[config.mk]
export PLATFORM = sky130hd
export DESIGN_NAME = fifo_wr_arbiter
export DESIGN_NICKNAME = d
export VERILOG_FILES = /design/src/rtl/fifo_wr_arbiter.sv
export SDC_FILE = /design/constraint.sdc
export NUM_CORES = 1
export LEC_CHECK = 0
export CAP_MARGIN = 30
export CORE_MARGIN = 2
export CORE_UTILIZATION = 41
export CTS_CLUSTER_DIAMETER = 150
export DETAILED_ROUTE_END_ITERATION = 8
export PLACE_DENSITY = 0.84
export SETUP_SLACK_MARGIN = 0.3
export SYNTH_ARGS = -nofsm -noshare
export SYNTH_HDL_FRONTEND = slang
export SYNTH_SLANG_ARGS = --single-unit
[constraint.sdc]
create_clock -name clk -period 2.4 [get_ports clk]
set_input_delay 0.6 -clock clk [delete_from_list [all_inputs] [get_ports clk]]
set_output_delay 0.6 -clock clk [all_outputs]
set_load 0.1 [all_outputs]
[src/rtl/fifo_wr_arbiter.sv]
// fifo_wr_arbiter: round-robin burst arbiter that multiplexes NUM_REQ writers onto one FIFO write port.
// A grant is held for up to BURST_MAX words; half-full admits only prio_mask requesters to new grants.
module fifo_wr_arbiter #(
    parameter int NUM_REQ    = 4,
    parameter int DATA_WIDTH = 8,
    parameter int BURST_MAX  = 4
) (
    input  logic                          clk,
    input  logic                          wrst_n,
    input  logic [NUM_REQ-1:0]            req_valid,
    input  logic [NUM_REQ*DATA_WIDTH-1:0] req_data,
    input  logic [NUM_REQ-1:0]            req_last,
    input  logic [NUM_REQ-1:0]            prio_mask,
    output logic [NUM_REQ-1:0]            req_ready,
    input  logic                          fifo_wfull,
    input  logic                          fifo_half_full,
    output logic                          write_enable,
    output logic [DATA_WIDTH-1:0]         data_write,
    output logic [$clog2(NUM_REQ)-1:0]    grant_id,
    output logic                          busy,
    output logic [15:0]                   stall_cnt
);
    localparam int GW = $clog2(NUM_REQ);

    typedef enum logic {IDLE, BURST} state_t;

    state_t          state_q, state_d;
    logic [GW-1:0]   grant_q, grant_d, last_q, last_d, pick;
    logic [3:0]      beat_q, beat_d;
    logic [15:0]     stall_q, stall_d;
    logic [NUM_REQ-1:0] elig;
    logic            found, own_valid, xfer, done;

    assign elig = req_valid & (fifo_half_full ? prio_mask : '1);

    // search starts one past the previous owner so every requester gets a turn
    always_comb begin
        pick  = last_q;
        found = 1'b0;
        for (int k = 1; k <= NUM_REQ; k++) begin
            if (!found && elig[(int'(last_q) + k) % NUM_REQ]) begin
                found = 1'b1;
                pick  = GW'((int'(last_q) + k) % NUM_REQ);
            end
        end
    end

    assign busy         = (state_q == BURST);
    assign own_valid    = req_valid[grant_q];
    assign xfer         = busy & own_valid & !fifo_wfull;
    assign write_enable = xfer;
    assign req_ready    = (busy && !fifo_wfull) ? (NUM_REQ'(1) << grant_q) : '0;
    assign data_write   = xfer ? req_data[grant_q*DATA_WIDTH +: DATA_WIDTH] : '0;
    assign grant_id     = grant_q;
    assign stall_cnt    = stall_q;

    // a full FIFO never ends a burst; only last, beat limit or owner withdrawal do
    assign done = (xfer & (req_last[grant_q] | (beat_q == 4'(BURST_MAX - 1))))
                | (busy & !own_valid & !fifo_wfull);

    always_comb begin
        state_d = state_q;
        grant_d = grant_q;
        last_d  = last_q;
        beat_d  = xfer ? beat_q + 4'd1 : beat_q;
        stall_d = (busy && fifo_wfull && own_valid && stall_q != 16'hFFFF) ? stall_q + 16'd1 : stall_q;
        if (state_q == IDLE) begin
            if (found) begin
                state_d = BURST;
                grant_d = pick;
                beat_d  = '0;
            end
        end else if (done) begin
            state_d = IDLE;
            last_d  = grant_q;
        end
    end

    always_ff @(posedge clk or negedge wrst_n) begin
        if (!wrst_n) begin
            state_q <= IDLE;
            grant_q <= '0;
            last_q  <= GW'(NUM_REQ - 1);
            beat_q  <= '0;
            stall_q <= '0;
        end else begin
            state_q <= state_d;
            grant_q <= grant_d;
            last_q  <= last_d;
            beat_q  <= beat_d;
            stall_q <= stall_d;
        end
    end
endmodule

==> results.json <==
{
  "status": "finished clean",
  "cts_buffers": 3,
  "synth_cell_types": 42,
  "clkTransAtPathRegs_ps": 90,
  "cts_num_sinks": 25,
  "wirelength_met1_um": 2210,
  "max-slew-margin-rel": 0.628,
  "grt_pass1_vias": 1648,
  "required_arrival_time_at_the_worst_endpoint_ps": 1800,
  "final_routed_wirelength_um": 5490,
  "timing.critical_path.max_delay_family": "multiplexers",
  "length_of_routed_met2_wiring_um": 2900,
  "wl_per_cell_um": 17.4,
  "drt_iter0_drc": 161,
  "post-route-min-period_ps": 2320,
  "insertion_delay_ps": 270,
  "grt_pass1_wl_um": 8270,
  "timing.critical_path.to_type": "output port",
  "placement.io_buffers": 79,
  "cts_root_buffer": "clkbuf_8",
  "holdWs_ps": 491,
  "setup.worst_path.class": "reg -> out",
  "rr_endpoint": "stall_cnt[8]",
  "grt_antenna_before_repair": 0,
  "timing.hold.worst.class": "reg -> reg",
  "synth-warning-count": 0,
  "post_layout_nonfiller_instances": 315,
  "floorplan.initialDensity": 0.422,
  "fmax_mhz": 432,
  "chipHeight_um": 67.9,
  "fp.dieW_um": 67.9,
  "cell_type_of_the_slowest_stage_on_the_worst_timing_path": "mux4_2",
  "synth_seq_area_share": 0.375,
  "antennaDiodeCount": 0,
  "power_per_cell_area_nw_per_um2": 1160,
  "design.die.area_um2": 4620,
  "tritoncts": "yes",
  "worst-slew-pin-transition_ps": 554,
  "setup-violations-final": 0,
  "final_critical_path_setup_slack_ps": 83.0,
  "cts-htree-levels": 1,
  "rr_worst_depth": 7,
  "critical_path.n_buffers_inverters": 2,
  "report.final.slew_viol_count": 0,
  "dr_top_layer": "met4",
  "fin_worst_skew_ps": 6.14,
  "worst_r2r_startpoint": "grant_id[0]",
  "cts_buffer_depth": 2,
  "layout_common_cells": "32 x dlygate4sd2_1, 32 x buf_4, 21 x nand2_1",
  "grt_usage": 0.240,
  "worstPathCellList": "mux4_2 -> nand2_4 -> clkinvlp_4 -> buf_12",
  "setup_slack_at_placement_ps": -336,
  "remaining_drc_errors": 0,
  "worst_hold_path.endpoint": "stall_cnt[6]",
  "synthesized_cell_area_um2": 1680,
  "grt_start_max_net_pins": 26,
  "crit_path_max_incr_delay_ps": 600,
  "reg2reg_slack_ps": 330,
  "post-route-util": 0.734,
  "fin_crit_sh": 0.965,
  "post_synth_inst_count": 168,
  "core_um2": 3970,
  "synth_nets": 218,
  "dp.final_hpwl_um": 3930,
  "rsz0062_at_grt": "yes",
  "grt-ovfl-total": 0,
  "maxCapViolCount": 0,
  "leakage_component_of_the_power_nw": 1.28,
  "final_antenna_net_count": 0,
  "area_delta_synth_final_pct": 73.8,
  "drt_pre_antenna_iters": 4,
  "ioPinCount": 80,
  "detailroute.wirelength.met3_um": 299,
  "post_route_cells_drive_above_1_share": 0.411,
  "cp-start-kind": "flop",
  "hold_start": "stall_cnt[6]",
  "final-hold-violation-count": 0,
  "hold-path-cell-count": 1,
  "std_cell_rows": 23,
  "fin_nets": 316,
  "cp.arrival_ps": 1720,
  "path_max_fanout": 5,
  "postSynthRegisterBits": 25,
  "gp_routability_congestion": 0.830,
  "average_cell_area_after_synthesis_um2": 9.98,
  "vias": 1740,
  "fillCellCount": 263,
  "worst_ir_drop_vdd_uv": 651,
  "viasPerCell": 5.52,
  "dp.cells": 302,
  "cts_hold_buf": 0
}
-- sequential cells by signal, summed over array words and instances (netlist names) --
signal,flops
beat_q,4
busy,1
grant_id,2
last_q,2
stall_cnt,16
-- routing by layer --
layer,global-route usage,vias up
met2,0.413,70
met4,0.0500,0
li1,-,809
met5,0,-
met1,0.326,851
met3,0.0263,10
-- Yosys cell counts --
| library cell | n | area share |
|---|---|---|
| nor3b_1 | 2 | 0.0090 |
| clkbuf_1 | 2 | 0.0045 |
| mux2i_1 | 1 | 0.0060 |
| buf_4 | 1 | 0.0045 |
| and3_1 | 10 | 0.037 |
| nand3_2 | 1 | 0.0060 |
| a22o_1 | 1 | 0.0052 |
| a21oi_2 | 1 | 0.0052 |
| mux4_2 | 10 | 0.13 |
| a2111oi_0 | 1 | 0.0052 |
| a211oi_1 | 1 | 0.0045 |
| inv_1 | 7 | 0.016 |
| nand2_1 | 22 | 0.049 |
| xor2_1 | 5 | 0.026 |
| nor3_2 | 3 | 0.018 |
| o32ai_1 | 1 | 0.0052 |
| xnor2_1 | 12 | 0.063 |
| dfstp_2 | 2 | 0.031 |
| ha_1 | 2 | 0.015 |
| nor2b_1 | 1 | 0.0037 |
| a21o_1 | 1 | 0.0045 |
| dfrtp_1 | 23 | 0.34 |
| a222oi_1 | 1 | 0.0060 |
| nor3_1 | 4 | 0.012 |
| nand3_1 | 7 | 0.021 |
| o2111ai_1 | 1 | 0.0052 |
| nor4_4 | 1 | 0.013 |
| a22oi_1 | 3 | 0.013 |
| a31oi_1 | 1 | 0.0037 |
| o22ai_1 | 1 | 0.0037 |
| nand2b_1 | 5 | 0.019 |
| o21a_1 | 1 | 0.0045 |
| or3_1 | 1 | 0.0037 |
| and2_1 | 2 | 0.0075 |
| buf_2 | 2 | 0.0060 |
| nand4_1 | 5 | 0.019 |
| nor2_1 | 12 | 0.027 |
| o21ai_0 | 5 | 0.015 |
| a21oi_1 | 3 | 0.0090 |
| nand2_2 | 1 | 0.0037 |
| a21o_2 | 1 | 0.0052 |
| nor4_2 | 1 | 0.0075 |
-- metrics by stage --
step	area [µm²]	power [mW]	setup TNS, ps
2_1_floorplan	1830	2.33	-70.8
5_1_grt	2910	3.52	0
3_5_place_dp	2800	2.94	-3910
3_3_place_gp	2800	2.90	-3130
4_1_cts	2890	3.33	0
6_report	2910	3.38	0
-- worst max-delay path by stage --
| stage | from | endpoint | slack (ps) | cells after the start |
|---|---|---|---|---|
| 6_report | grant_id[1] | write_enable | 80 | 4 |
| 5_1_grt | grant_id[1] | write_enable | 40 | 4 |
| 4_1_cts | grant_id[0] | data_write[4] | 70 | 4 |
| 3_5_place_dp | req_valid[3] | data_write[0] | -340 | 4 |
| 3_3_place_gp | req_valid[3] | data_write[0] | -300 | 4 |
| 2_1_floorplan | grant_id[1] | write_enable | -50 | 4 |
-- repair_timing --
| action | CTS | global route |
|---|---|---|
| endpoints found under the setup margin | 28 | 19 |
| resized for setup | 60 | 3 |
| setup buffers | 6 | 2 |
| gates cloned | 1 | 0 |
| pin swaps | 11 | 7 |
-- cells by family (layout without fill, tap and decap cells) --
| group | after synthesis | after routing | synth area share |
|---|---|---|---|
| buffers and inverters | 12 | 108 | 0.0306 |
| AOI/OAI and AO/OA | 23 | 23 | 0.0955 |
| DFF | 25 | 25 | 0.375 |
| and+or+nand+nor | 78 | 78 | 0.255 |
| muxes | 11 | 12 | 0.140 |
| adders and majority gates | 2 | 2 | 0.0149 |
| xor gates and xnor gates | 17 | 17 | 0.0888 |
-- area by class of cell --
cell class | instances | area [µm²] | share of cell area
clock buffer | 4 | 45.0 | 0.0155
inverter | 7 | 30.0 | 0.0103
multi-input combinational | 132 | 1130 | 0.389
tap | 50 | 62.6 | 0.0215
sequential | 25 | 652 | 0.224
timing repair buffer | 97 | 991 | 0.340
-- worst reg2reg max path, delay by kind of cell (launching register included) --
family	cells	cell delay [ps]
XOR/XNOR	1	200
AND/OR/NAND/NOR	3	670
flip-flops	1	500
multiplexers	1	320
buffers and inverters	2	310
-- where the power goes --
part           switching [mW]  internal, mW  total, mW  leakage (nW)
sequential              0.135         0.557      0.692         0.307
combinational            1.53         0.903       2.43         0.951
clock                   0.132         0.119      0.251        0.0228
(Power assumes the default switching activity.)
